===== config.mk =====
export PLATFORM = sky130hd
export DESIGN_NAME = pcie_phy_sram_loader_flat
export DESIGN_NICKNAME = d
export VERILOG_FILES = /design/src/rtl/pcie_phy_sram_loader_if.sv /design/src/rtl/pcie_phy_sram_loader.sv /design/src/flat_wrapper.sv
export SDC_FILE = /design/constraint.sdc
export NUM_CORES = 1
export LEC_CHECK = 0
export ABC_AREA = 1
export CORE_MARGIN = 2
export CORE_UTILIZATION = 49
export DETAILED_ROUTE_END_ITERATION = 7
export PLACE_DENSITY = 0.78
export SYNTH_ARGS = -nofsm -noshare
export SYNTH_HDL_FRONTEND = slang
export SYNTH_SLANG_ARGS = --single-unit
export TNS_END_PERCENT = 5

===== constraint.sdc =====
create_clock -name phy0_sram_clk -period 5.1 [get_ports phy0_sram_clk]
set_clock_uncertainty 0.15 [all_clocks]
set_input_delay 1.02 -clock phy0_sram_clk [delete_from_list [all_inputs] [get_ports phy0_sram_clk]]
set_output_delay 1.02 -clock phy0_sram_clk [all_outputs]
set_load 0.05 [all_outputs]

===== src/rtl/pcie_phy_sram_loader_if.sv =====
// SRAM-style port bundle: address, read/write enables, write data and read data
// returned one cycle after the read enable.
interface pcie_phy_sram_loader_if #(
    parameter int WD_RAM = 16,
    parameter int PW_RAM = 15
);
    logic [PW_RAM-1:0] addr;
    logic              rd_en;
    logic              wr_en;
    logic [WD_RAM-1:0] wr_data;
    logic [WD_RAM-1:0] rd_data;

    modport master (output addr, rd_en, wr_en, wr_data, input rd_data);
    modport slave  (input addr, rd_en, wr_en, wr_data, output rd_data);
endinterface


===== src/rtl/pcie_phy_sram_loader.sv =====
// Loads a firmware image into the PHY SRAM, verifies it by read-back checksum,
// then hands the SRAM port over to the PHY as a combinational bypass.
module pcie_phy_sram_loader #(
    parameter int WD_RAM = 16,
    parameter int PW_RAM = 15,
    parameter int DP_RAM = 20000
) (
    input  logic                   phy0_sram_clk,
    input  logic                   phy0_sram_rst,
    input  logic                   ld_start,
    input  logic [PW_RAM-1:0]      ld_num_words,
    input  logic [WD_RAM-1:0]      ld_exp_csum,
    input  logic                   ld_valid,
    input  logic [WD_RAM-1:0]      ld_data,
    output logic                   ld_ready,
    output logic                   ld_busy,
    output logic                   ld_csum_err,
    output logic [WD_RAM-1:0]      ld_csum,
    output logic                   phy_ext_ld_done,
    pcie_phy_sram_loader_if.slave  phy_sram,
    pcie_phy_sram_loader_if.master mem_sram
);
    typedef enum logic [1:0] {IDLE, LOAD, VERIFY, DONE} state_t;

    localparam logic [PW_RAM-1:0] DEPTH = PW_RAM'(DP_RAM);
    localparam logic [PW_RAM-1:0] ONE   = PW_RAM'(1);

    state_t            state, state_nxt;
    logic [PW_RAM-1:0] n_words;
    logic [PW_RAM-1:0] wptr;
    logic [PW_RAM-1:0] rptr;
    logic [PW_RAM-1:0] scnt;
    logic [WD_RAM-1:0] exp_csum;
    logic [WD_RAM-1:0] acc;
    logic [WD_RAM-1:0] acc_sum;
    logic              sample_q;

    logic [PW_RAM-1:0] addr_q;
    logic              rd_en_q;
    logic              wr_en_q;
    logic [WD_RAM-1:0] wr_data_q;

    logic start_ok;
    logic wr_hs;
    logic last_wr;
    logic last_sample;

    assign start_ok    = ld_start && (ld_num_words != '0);
    // Handshake is decoded from state, not ld_ready, to keep the FSM free of a comb loop.
    assign wr_hs       = ld_valid && (state == LOAD);
    assign last_wr     = wr_hs && (wptr == n_words - ONE);
    assign last_sample = sample_q && (scnt == n_words - ONE);
    assign acc_sum     = acc + mem_sram.rd_data;

    always_ff @(posedge phy0_sram_clk or posedge phy0_sram_rst) begin
        if (phy0_sram_rst) state <= IDLE;
        else               state <= state_nxt;
    end

    // NOTE: every signal written here gets a default first, so no path can infer a latch.
    always_comb begin
        state_nxt       = state;
        ld_ready        = 1'b0;
        ld_busy         = 1'b0;
        phy_ext_ld_done = 1'b0;
        case (state)
            IDLE: begin
                if (start_ok) state_nxt = LOAD;
            end
            LOAD: begin
                ld_ready = 1'b1;
                ld_busy  = 1'b1;
                if (last_wr) state_nxt = VERIFY;
            end
            VERIFY: begin
                ld_busy = 1'b1;
                if (last_sample) state_nxt = (acc_sum == exp_csum) ? DONE : IDLE;
            end
            DONE: begin
                phy_ext_ld_done = 1'b1;
            end
            default: state_nxt = IDLE;
        endcase
    end

    // NOTE: sequential state is updated with non-blocking assignments only, so every
    // register samples the pre-edge values of the others.
    always_ff @(posedge phy0_sram_clk or posedge phy0_sram_rst) begin
        if (phy0_sram_rst) begin
            n_words     <= '0;
            wptr        <= '0;
            rptr        <= '0;
            scnt        <= '0;
            exp_csum    <= '0;
            acc         <= '0;
            sample_q    <= 1'b0;
            addr_q      <= '0;
            rd_en_q     <= 1'b0;
            wr_en_q     <= 1'b0;
            wr_data_q   <= '0;
            ld_csum     <= '0;
            ld_csum_err <= 1'b0;
        end else begin
            // Memory port is idle unless this cycle issues an access.
            addr_q    <= '0;
            rd_en_q   <= 1'b0;
            wr_en_q   <= 1'b0;
            wr_data_q <= '0;
            sample_q  <= rd_en_q;
            case (state)
                IDLE: begin
                    if (start_ok) begin
                        n_words     <= (ld_num_words > DEPTH) ? DEPTH : ld_num_words;
                        exp_csum    <= ld_exp_csum;
                        ld_csum_err <= 1'b0;
                        acc         <= '0;
                        wptr        <= '0;
                        rptr        <= '0;
                        scnt        <= '0;
                    end
                end
                LOAD: begin
                    if (wr_hs) begin
                        wr_en_q   <= 1'b1;
                        addr_q    <= wptr;
                        wr_data_q <= ld_data;
                        wptr      <= last_wr ? '0 : wptr + ONE;
                    end
                end
                VERIFY: begin
                    if (rptr != n_words) begin
                        rd_en_q <= 1'b1;
                        addr_q  <= rptr;
                        rptr    <= rptr + ONE;
                    end
                    if (sample_q) begin
                        acc  <= acc_sum;
                        scnt <= scnt + ONE;
                    end
                    if (last_sample) begin
                        ld_csum     <= acc_sum;
                        ld_csum_err <= (acc_sum != exp_csum);
                    end
                end
                default: ;
            endcase
        end
    end

    // Outside DONE the PHY side is fully isolated from the memory.
    assign mem_sram.addr     = (state == DONE) ? phy_sram.addr    : addr_q;
    assign mem_sram.rd_en    = (state == DONE) ? phy_sram.rd_en   : rd_en_q;
    assign mem_sram.wr_en    = (state == DONE) ? phy_sram.wr_en   : wr_en_q;
    assign mem_sram.wr_data  = (state == DONE) ? phy_sram.wr_data : wr_data_q;
    assign phy_sram.rd_data  = (state == DONE) ? mem_sram.rd_data : '0;
endmodule


===== src/flat_wrapper.sv =====
// flat-port wrapper written by rule: the top's interface ports become plain ports
module pcie_phy_sram_loader_flat 
#(
    parameter int WD_RAM = 16,
    parameter int PW_RAM = 15,
    parameter int DP_RAM = 20000
)
  (phy0_sram_clk, phy0_sram_rst, ld_start, ld_num_words, ld_exp_csum, ld_valid, ld_data, ld_ready, ld_busy, ld_csum_err, ld_csum, phy_ext_ld_done, phy_sram_addr, phy_sram_rd_en, phy_sram_wr_en, phy_sram_wr_data, phy_sram_rd_data, mem_sram_addr, mem_sram_rd_en, mem_sram_wr_en, mem_sram_wr_data, mem_sram_rd_data);
  pcie_phy_sram_loader_if #(.WD_RAM(WD_RAM), .PW_RAM(PW_RAM)) phy_sram_i ();
  pcie_phy_sram_loader_if #(.WD_RAM(WD_RAM), .PW_RAM(PW_RAM)) mem_sram_i ();
  input  logic phy0_sram_clk;
  input  logic phy0_sram_rst;
  input  logic ld_start;
  input  logic [PW_RAM-1:0] ld_num_words;
  input  logic [WD_RAM-1:0] ld_exp_csum;
  input  logic ld_valid;
  input  logic [WD_RAM-1:0] ld_data;
  output logic ld_ready;
  output logic ld_busy;
  output logic ld_csum_err;
  output logic [WD_RAM-1:0] ld_csum;
  output logic phy_ext_ld_done;
  input wire logic [$bits(phy_sram_i.addr)-1:0] phy_sram_addr;
  input wire logic [$bits(phy_sram_i.rd_en)-1:0] phy_sram_rd_en;
  input wire logic [$bits(phy_sram_i.wr_en)-1:0] phy_sram_wr_en;
  input wire logic [$bits(phy_sram_i.wr_data)-1:0] phy_sram_wr_data;
  output wire logic [$bits(phy_sram_i.rd_data)-1:0] phy_sram_rd_data;
  output wire logic [$bits(mem_sram_i.addr)-1:0] mem_sram_addr;
  output wire logic [$bits(mem_sram_i.rd_en)-1:0] mem_sram_rd_en;
  output wire logic [$bits(mem_sram_i.wr_en)-1:0] mem_sram_wr_en;
  output wire logic [$bits(mem_sram_i.wr_data)-1:0] mem_sram_wr_data;
  input wire logic [$bits(mem_sram_i.rd_data)-1:0] mem_sram_rd_data;
  assign phy_sram_i.addr = phy_sram_addr;
  assign phy_sram_i.rd_en = phy_sram_rd_en;
  assign phy_sram_i.wr_en = phy_sram_wr_en;
  assign phy_sram_i.wr_data = phy_sram_wr_data;
  assign phy_sram_rd_data = phy_sram_i.rd_data;
  assign mem_sram_addr = mem_sram_i.addr;
  assign mem_sram_rd_en = mem_sram_i.rd_en;
  assign mem_sram_wr_en = mem_sram_i.wr_en;
  assign mem_sram_wr_data = mem_sram_i.wr_data;
  assign mem_sram_i.rd_data = mem_sram_rd_data;
  pcie_phy_sram_loader #(.WD_RAM(WD_RAM), .PW_RAM(PW_RAM), .DP_RAM(DP_RAM)) u_core (.phy0_sram_clk(phy0_sram_clk), .phy0_sram_rst(phy0_sram_rst), .ld_start(ld_start), .ld_num_words(ld_num_words), .ld_exp_csum(ld_exp_csum), .ld_valid(ld_valid), .ld_data(ld_data), .ld_ready(ld_ready), .ld_busy(ld_busy), .ld_csum_err(ld_csum_err), .ld_csum(ld_csum), .phy_ext_ld_done(phy_ext_ld_done), .phy_sram(phy_sram_i), .mem_sram(mem_sram_i));
endmodule

==> impl_metrics.py, run 1 <==
metrics = {
    "logic_synthesis": {
        "synth_area_um2": 9477,
        "synthXorXnorAreaFrac_pct": 3.050,
        "synthMuxAreaShare_pct": 3.921,
        "synth_top_family_by_area": "simple AND/OR/NAND/NOR gates",
        "yosys_warnings": 0,
        "ys_types": 44,
        "postSynthAreaPerCell_um2": 7.109,
        "syn_inst": 1333,
        "synth_fa_ha_area_share_pct": 3.248,
        "synth_edf_count": 0,
        "ys_seq_area_share_pct": 38.29,
        "async_reset_ff_share_pct": 100.0,
        "synth_ff_type": "dfrtp_1",
        "syn-num-nets": 1457,
        "synth-compound-area-share_pct": 8.622,
        "synth-seq-cells": 145,
        "yosys.area_share.simple_pct": 33.65,
    },
    "floorplanning": {
        "die_w_um": 143.1,
        "pin_count": 169,
        "die_area_um2": 20470,
        "start_util_pct": 50.33,
        "row_count": 50,
        "core-area_um2": 18830,
        "die_y_um": 143.1,
    },
    "route": {
        "drt-total-wl_um": 28620,
        "drtIter0Drc": 848,
        "dr_total_vias": 9365,
        "antenna_left": 0,
        "dr.pass1.iters": 7,
        "drc": 0,
        "vias_per_cell": 5.306,
        "wl_per_cell_um": 16.21,
    },
    "global_routing": {
        "grt-ovfl-total": 0,
        "grt_pass1_vias": 8629,
        "antenna_found_initial": 0,
        "grt_usage_pct": 28.73,
        "grt_max_degree": 86,
        "grt_pass1_wl_um": 45660,
    },
    "sta": {
        "fmax_mhz": 247.5,
        "maxSlewViolCount": 0,
        "period_needed_ns": 4.040,
        "timing.final.crit_share_pct": 79.21,
        "slew_headroom_pct": 44.63,
        "worst_pin_slew_ns": 0.8276,
        "hold_violations": 0,
        "setup_violations": 0,
        "timing.final.ws_setup_ns": 1.060,
        "setup_tns_ns": 0,
        "rsz0062_at_grt": "no",
    },
    "clock_network": {
        "root_buffer": "clkbuf_16",
        "clock_path_buffers": 2,
        "post_cts_buffers": 0,
        "worstSkewPairLatency_ns": 0.43,
        "htree_levels": 4,
        "cts_hold_buf": 0,
        "cts_tree": "done",
        "cts_buffers": 17,
        "cts-resized-gates": 0,
        "path_clk_slew_ns": 0.07,
        "cts_sinks": 145,
    },
    "power_and_ir_drop": {
        "peakVddDrop_uv": 319.0,
        "power.share.clock_pct": 23.5,
        "seqPwrFrac_pct": 26.9,
        "switching_share_pct": 47.04,
        "power.internal_w": 0.003174,
        "finalPower_w": 0.005994,
        "p_sw_w": 0.002820,
        "power_leakage_nw": 5.858,
        "combPwrFrac_pct": 49.5,
        "powerDensity_nw_per_um2": 498.2,
    },
    "placement": {
        "gp_congestion": 0.9698,
        "dpl.hpwl_um": 21770,
        "dpl.cell_count": 1733,
        "post-place-ws_ns": 1.115,
        "numPortBuffers": 168,
    },
    "flow_run": {
        "drv_cap": 0,
    },
    "cells_and_area": {
        "drive_above_1_share_pct": 8.771,
        "nets": 1616,
        "layoutNonFillerInstCount": 1765,
        "antennaDiodeCount": 0,
        "area_growth_pct": 26.96,
        "final_cell_mix": "409 x nand2_1, 171 x inv_1, 168 x clkdlybuf4s50_1",
        "final_common_cell": "nand2_1",
        "utilization_pct": 63.89,
    },
    "critical_path": {
        "path_class": "flop to output pin",
        "arrival_ns": 2.87,
        "cp.required_ns": 3.93,
        "end_kind": "output pin",
        "cp_max_fo": 36,
        "cp-start-kind": "flop",
    },
    "outcome": {
        "status": "finished clean",
    },
    "min_path": {
        "hold_class": "flop to flop",
    },
}
-- state kept, by name (all words and copies together) (netlist names) --
name	flops
u_core.scnt	15
u_core.wptr	15
u_core.rptr	15
u_core.ld_csum	16
u_core.ld_csum_err	1
u_core.wr_en_q	1
u_core.n_words	15
u_core.addr_q	15
u_core.wr_data_q	16
u_core.acc	16
u_core.state	2
u_core.exp_csum	16
u_core.sample_q	1
u_core.rd_en_q	1
-- worst paths after layout --
check                                  start                  end  slack [ns]  cells after the start
hold reg to reg               u_core.rd_en_q      u_core.sample_q        0.24                      0
setup / recovery             u_core.state[0]  phy_sram_rd_data[4]        1.06                      5
hold / removal                u_core.rd_en_q      u_core.sample_q        0.24                      0
min in group asynchronous      phy0_sram_rst  u_core.exp_csum[13]        0.98                      2
max in group asynchronous      phy0_sram_rst    u_core.n_words[8]        2.88                      3
setup reg to reg           u_core.n_words[0]   u_core.ld_csum[13]        1.98                     12
-- per-stage QoR --
stage	cell area [um^2]	hold WS [ns]
4_1_cts	12030	0.2468
6_report	12030	0.2369
3_3_place_gp	11370	0.2312
3_5_place_dp	11370	0.2357
5_1_grt	12030	0.2472
2_1_floorplan	9477	0.2001
-- critical path, cell delays in order (launching register included) --
cell	delay, ns
dfrtp_1	0.40
ha_2	0.73
buf_4	0.36
nand2_1	0.07
inv_1	0.05
clkdlybuf4s50_1	0.80
-- logic make-up after synthesis --
| logic type | after synthesis |
|---|---|
| AND/OR/NAND/NOR | 736 |
| buffers and inverters | 220 |
| flip-flops | 145 |
| AO/OA/AOI/OAI | 142 |
| XOR/XNOR | 33 |
| multiplexers | 33 |
| adder cells (fa/ha/maj) | 24 |
-- area by class of cell --
| cell class | instances | area [um^2] |
|---|---|---|
| Clock buffer | 17 | 425.4 |
| Clock inverter | 15 | 234.0 |
| Fill cell | 1683 | 6799 |
| Inverter | 185 | 701.9 |
| Multi-Input combinational cell | 968 | 4982 |
| Sequential cell | 145 | 3628 |
| Tap cell | 260 | 325.3 |
| Timing Repair Buffer | 175 | 1734 |
-- power by group through the flow --
| stage | Clock, W | Combinational (W) | Sequential (W) |
|---|---|---|---|
| finish | 0.00141 | 0.00297 | 0.00161 |
| global route | 0.00148 | 0.00329 | 0.00164 |
| CTS | 0.00142 | 0.00294 | 0.00161 |
| detailed placement | 0 | 0.00291 | 0.00162 |
| global placement | 0 | 0.00287 | 0.00162 |
| floorplan | 0 | 0.00216 | 0.00154 |
-- synthesized netlist by cell type, types with 12 or more instances --
cell | count | area [um^2]
a21oi_1 | 42 | 210.2
clkbuf_1 | 16 | 60.06
dfrtp_1 | 145 | 3628
ha_1 | 23 | 287.8
inv_1 | 172 | 645.6
mux2_2 | 33 | 371.6
nand2_1 | 409 | 1535
nand3_1 | 133 | 665.6
nand4_1 | 18 | 112.6
nor2_1 | 103 | 386.6
nor3_1 | 24 | 120.1
o21ai_0 | 58 | 290.3
o21ai_2 | 17 | 148.9
o31ai_1 | 12 | 90.09
xor2_1 | 26 | 227.7
-- layer usage --
metal	vias to the layer above	share of wire [%]	global-route usage, %
li1	4590	-	-
met4	0	2.3	8.963
met5	-	0	0
met1	4320	44	40.70
met3	42	8.7	6.036
met2	413	45	44.15
Power figures use the tool's default switching activity.
==> run 2: changes to the inputs <==
==> constraint.sdc (replaced) <==
create_clock -name phy0_sram_clk -period 3.5 [get_ports phy0_sram_clk]
set_clock_uncertainty 0.15 [all_clocks]
set_input_delay 0.7 -clock phy0_sram_clk [delete_from_list [all_inputs] [get_ports phy0_sram_clk]]
set_output_delay 0.7 -clock phy0_sram_clk [all_outputs]
set_load 0.05 [all_outputs]
==> impl_metrics.py, run 2 (same netlist as run 1, synthesis figures left out) <==
metrics = {
    "global_routing": {
        "grt-ovfl-total": 0,
        "grt_usage_pct": 28.83,
        "grt.busiest_layer": "met2",
        "grt_pass1_wl_um": 45980,
        "grtUsageMet1_pct": 39.59,
        "grt_pass1_vias": 8919,
        "met3_usage_pct": 6.003,
        "gr-usage-met2_pct": 45.35,
        "grt_max_degree": 64,
        "antenna_found_initial": 0,
    },
    "clock_network": {
        "cts_tree": "done",
        "cts_hold_buf": 0,
        "htree_levels": 4,
        "path_clk_slew_ns": 0.06,
        "cts_buffers": 17,
        "cts-resized-gates": 0,
        "post_cts_buffers": 0,
        "clock_path_buffers": 2,
        "cts_sinks": 145,
        "worstSkewPairLatency_ns": 0.43,
        "root_buffer": "clkbuf_16",
    },
    "floorplanning": {
        "die_w_um": 143.1,
        "start_util_pct": 50.33,
        "die_area_um2": 20470,
        "die_y_um": 143.1,
        "pin_count": 169,
        "core-area_um2": 18830,
        "row_count": 50,
    },
    "route": {
        "vias_per_cell": 5.379,
        "drtIter0Drc": 782,
        "drt-total-wl_um": 28840,
        "drc": 0,
        "dr.pass1.iters": 7,
        "antenna_left": 0,
        "dr_total_vias": 9590,
        "wl_per_cell_um": 16.18,
    },
    "placement": {
        "dpl.hpwl_um": 22030,
        "numPortBuffers": 168,
        "gp_congestion": 0.9725,
    },
    "sta": {
        "setup_tns_ns": 0,
        "hold_violations": 0,
        "hold_ws_ns": 0.2326,
        "rsz0062_at_grt": "no",
        "period_needed_ns": 3.306,
        "worst_pin_slew_ns": 0.6765,
        "fmax_mhz": 302.5,
        "maxSlewViolCount": 0,
        "setup_violations": 0,
        "timing.final.crit_share_pct": 94.45,
        "slew_headroom_pct": 54.79,
    },
    "cells_and_area": {
        "drive_above_1_share_pct": 9.783,
        "area_growth_pct": 28.89,
        "final_common_cell": "nand2_1",
        "nets": 1634,
        "antennaDiodeCount": 0,
        "final_cell_mix": "409 x nand2_1, 171 x inv_1, 168 x clkdlybuf4s50_1",
    },
    "power_and_ir_drop": {
        "peakVddDrop_uv": 401.3,
        "powerDensity_nw_per_um2": 728.2,
        "power_leakage_nw": 5.958,
    },
    "critical_path": {
        "end_kind": "output pin",
        "cp.required_ns": 2.65,
        "path_class": "flop to output pin",
        "arrival_ns": 2.46,
        "cp-start-kind": "flop",
        "cp_max_fo": 50,
    },
    "flow_run": {
        "drv_cap": 0,
    },
    "min_path": {
        "hold_class": "flop to flop",
    },
    "outcome": {
        "status": "finished clean",
    },
}
run 2: cell types whose count changed in the layout (fill, tap and decap cells not counted), sizes merged:
| cell | delta |
|---|---|
| clkbuf | +4 |
| buf | +18 |
| clkinvlp | +1 |
| inv | -2 |
| clkinv | -3 |
run 2: worst max-delay path, stage by stage (launching register included):
cell and delay (ns):
dfrtp_1 0.41, ha_2 0.24, buf_12 0.26, mux2_2 0.38, clkdlybuf4s50_1 0.71
run 2: report_power, final:
| part | leakage (nW) | switching [W] | internal [W] | total [W] |
|---|---|---|---|---|
| combinational | 3.76 | 0.00299 | 0.00146 | 0.00445 |
| clock | 0.320 | 0.000760 | 0.00133 | 0.00209 |
| sequential | 1.88 | 0.000362 | 0.00199 | 0.00235 |
run 2: layout make-up:
cell class | instances | area, um^2
sequential | 145 | 3628
fill | 1671 | 6616
inverter | 185 | 700.7
clock buffer | 21 | 470.5
clock inverter | 11 | 200.2
tap | 260 | 325.3
timing repair buffer | 193 | 1907
multi-input combinational | 968 | 4982
run 2: path summary, 6_finish.rpt:
| check | from | end | slack, ns | cells past startpoint |
|---|---|---|---|---|
| min in group asynchronous | phy0_sram_rst | u_core.ld_csum[14] | 0.54 | 2 |
| min reg2reg | u_core.rd_en_q | u_core.sample_q | 0.23 | 0 |
| min | u_core.rd_en_q | u_core.sample_q | 0.23 | 0 |
| max | u_core.state[1] | mem_sram_addr[8] | 0.19 | 4 |
| max in group asynchronous | phy0_sram_rst | u_core.n_words[11] | 1.92 | 3 |
| max reg2reg | u_core.state[1] | u_core.wptr[11] | 0.62 | 14 |
run 2: layer usage:
layer  wire, um  vias to the layer above
met1      12510                     4453
li1           -                     4630
met2      13110                      437
met4        827                        0
met3       2387                       70
met5          0                        -
run 2: per-stage QoR:
step	util [%]	power [W]	cells	area [um^2]	setup WS, ns
2_1_floorplan	-	0.005402	1333	9480	0.6110
3_3_place_gp	61.30	0.006647	1751	11540	0.08243
3_5_place_dp	61.30	0.006716	1751	11540	0.04981
4_1_cts	64.86	0.008834	1783	12210	0.2035
5_1_grt	64.86	0.009463	1783	12210	0.05845
6_report	64.86	0.008894	1783	12210	0.1941
==> run 3: changes to the inputs <==
--- a/config.mk
+++ b/config.mk
@@ -8,6 +8,7 @@
 export ABC_AREA = 1
 export CORE_MARGIN = 2
 export CORE_UTILIZATION = 49
+export CTS_CLUSTER_DIAMETER = 60
 export DETAILED_ROUTE_END_ITERATION = 7
 export PLACE_DENSITY = 0.78
 export SYNTH_ARGS = -nofsm -noshare
==> constraint.sdc (replaced) <==
create_clock -name phy0_sram_clk -period 2.75 [get_ports phy0_sram_clk]
set_clock_uncertainty 0.15 [all_clocks]
set_input_delay 0.55 -clock phy0_sram_clk [delete_from_list [all_inputs] [get_ports phy0_sram_clk]]
set_output_delay 0.55 -clock phy0_sram_clk [all_outputs]
set_load 0.05 [all_outputs]
==> impl_metrics.py, run 3 (same netlist as run 1, synthesis figures left out) <==
metrics = {
    "critical_path": {
        "reg2reg_setup_slack_ns": 0.17,
        "crit_family": "buffers and inverters",
        "reg2reg_depth": 16,
        "reg2reg_to": "u_core.state[0]",
        "crit_start": "u_core.state[1]",
        "path_class": "flop to output pin",
        "cp-start-kind": "flop",
        "cp_max_fo": 21,
        "path_cells": "ha_2 > buf_4 > buf_6 > nand2_1 > inv_1 > buf_12",
        "crit_buf_inv": 4,
        "cp.required_ns": 2.05,
        "cpPeakStageDelay_ns": 0.41,
        "arrival_ns": 1.91,
        "r2r-start": "u_core.acc[0]",
        "slowest_stage": "dfrtp_1",
        "end_kind": "output pin",
    },
    "sta": {
        "rsz0062_at_grt": "yes",
        "setup_violations": 0,
        "timing.final.crit_share_pct": 94.90,
        "worst_pin_slew_ns": 0.5401,
        "setup_tns_ns": 0,
        "timing.final.ws_setup_ns": 0.1404,
        "slew_headroom_pct": 63.88,
        "maxSlewViolCount": 0,
        "hold_violations": 0,
        "fmax_mhz": 383.2,
        "period_needed_ns": 2.610,
    },
    "global_routing": {
        "grt_max_degree": 57,
        "grt_pass1_wl_um": 47610,
        "grt_pass1_vias": 9376,
        "grt-ovfl-total": 0,
        "antenna_found_initial": 0,
        "grt_usage_pct": 29.71,
    },
    "floorplanning": {
        "die_w_um": 143.1,
        "start_util_pct": 50.33,
        "row_count": 50,
        "die_y_um": 143.1,
        "die_area_um2": 20470,
        "core-area_um2": 18830,
        "pin_count": 169,
    },
    "power_and_ir_drop": {
        "peakVddDrop_uv": 686.1,
        "p_sw_w": 0.005470,
        "switching_share_pct": 45.88,
        "powerDensity_nw_per_um2": 901.4,
        "power_leakage_nw": 6.529,
        "finalPower_w": 0.01192,
        "power.share.clock_pct": 20.7,
        "power.internal_w": 0.006452,
        "seqPwrFrac_pct": 25.1,
        "combPwrFrac_pct": 54.3,
    },
    "cells_and_area": {
        "nets": 1708,
        "antennaDiodeCount": 0,
        "final_common_cell": "nand2_1",
        "drive_above_1_share_pct": 19.35,
        "area_growth_pct": 39.57,
        "final_cell_mix": "398 x nand2_1, 171 x inv_1, 145 x dfrtp_1",
        "layoutNonFillerInstCount": 1857,
        "fillers": 1486,
    },
    "route": {
        "vias_per_cell": 5.342,
        "drc": 0,
        "drtIter0Drc": 914,
        "drt-total-wl_um": 29810,
        "dr_total_vias": 9920,
        "antenna_left": 0,
        "wl_per_cell_um": 16.05,
        "dr.pass1.iters": 5,
    },
    "min_path": {
        "whs_endpoint": "u_core.sample_q",
        "hold_class": "flop to flop",
        "hp-start": "u_core.rd_en_q",
        "hold_depth": 0,
    },
    "clock_network": {
        "clock_path_buffers": 2,
        "post_cts_buffers": 0,
        "root_buffer": "clkbuf_16",
        "cts_buffers": 17,
        "cts_tree": "done",
        "path_clk_slew_ns": 0.07,
        "cts_hold_buf": 0,
        "cts_sinks": 145,
        "worstSkewPairLatency_ns": 0.43,
        "htree_levels": 4,
    },
    "outcome": {
        "status": "finished clean",
    },
    "placement": {
        "dpl.hpwl_um": 22820,
        "numPortBuffers": 168,
        "gp_congestion": 1.023,
        "post-place-ws_ns": -0.5796,
        "dpl.cell_count": 1825,
    },
    "flow_run": {
        "drv_cap": 0,
    },
}
run 3: cell types whose count changed in the layout (fill, tap and decap cells not counted), moves of 5 or more:
cell             change
a21oi_1              -7
a21oi_2              +7
buf_12              +35
buf_4               +89
clkdlybuf4s50_1     -57
ha_1                 -8
ha_4                 +7
inv_6                +5
nand2_1             -11
nand2_2             +10
run 3: final cells by class:
class                   instances  area, um^2  share of cell area (%)
multi-input cells             968        5172                   39.11
flip-flops and latches        145        3628                   27.43
repair buffers                267        2784                   21.05
inverters                     185       700.7                   5.298
clock buffers                  19       442.9                   3.349
well taps                     260       325.3                   2.460
clock inverters                13       172.7                   1.305
run 3: layer usage:
| layer | global-route usage, % | up-vias | share of wire [%] |
|---|---|---|---|
| met5 | 0 | - | 0 |
| met4 | 8.233 | 0 | 1.8 |
| met3 | 6.506 | 44 | 8.1 |
| met2 | 47.32 | 426 | 47 |
| met1 | 40.90 | 4677 | 43 |
| li1 | - | 4773 | - |
run 3: timing repair:
item	in CTS	in global routing
gates resized for setup	7	39
pin swaps	4	8
gates cloned	0	0
endpoints found under the setup margin	4	67
run 3: how the worst max path moves through the flow:
stage	endpoint	slack [ns]	cells after the start
floorplan	phy_sram_rd_data[10]	0.01	6
global placement	u_core.state[0]	-0.48	21
detailed placement	u_core.state[0]	-0.58	21
CTS	u_core.state[0]	0.03	16
global route	u_core.state[0]	-0.06	20
finish	phy_sram_rd_data[12]	0.14	6
run 3: worst register-to-register path, delay by kind of cell, from the launching register on:
kind                     cells  cell delay [ns]
adder cells (fa/ha/maj)      2             0.72
AND/OR/NAND/NOR             12             1.09
flip-flops                   1             0.36
XOR/XNOR                     1             0.16
buffers and inverters        1             0.05
run 3: metrics by stage:
step,area [um^2],hold WS [ns],util (%)
2_1_floorplan,9480,0.2001,-
4_1_cts,13040,0.2387,69.24
6_report,13230,0.2356,70.24
5_1_grt,13230,0.2447,70.24
3_3_place_gp,12410,0.2077,65.90
3_5_place_dp,12410,0.2306,65.90
run 3: power by group through the flow:
stage / sequential (W) / combinational (W) / clock [W]
6_report: 0.00299 / 0.00647 / 0.00247
5_1_grt: 0.00303 / 0.00712 / 0.00258
4_1_cts: 0.00296 / 0.00625 / 0.00249
3_5_place_dp: 0.00299 / 0.00620 / 0
3_3_place_gp: 0.00299 / 0.00607 / 0
2_1_floorplan: 0.00286 / 0.00401 / 0
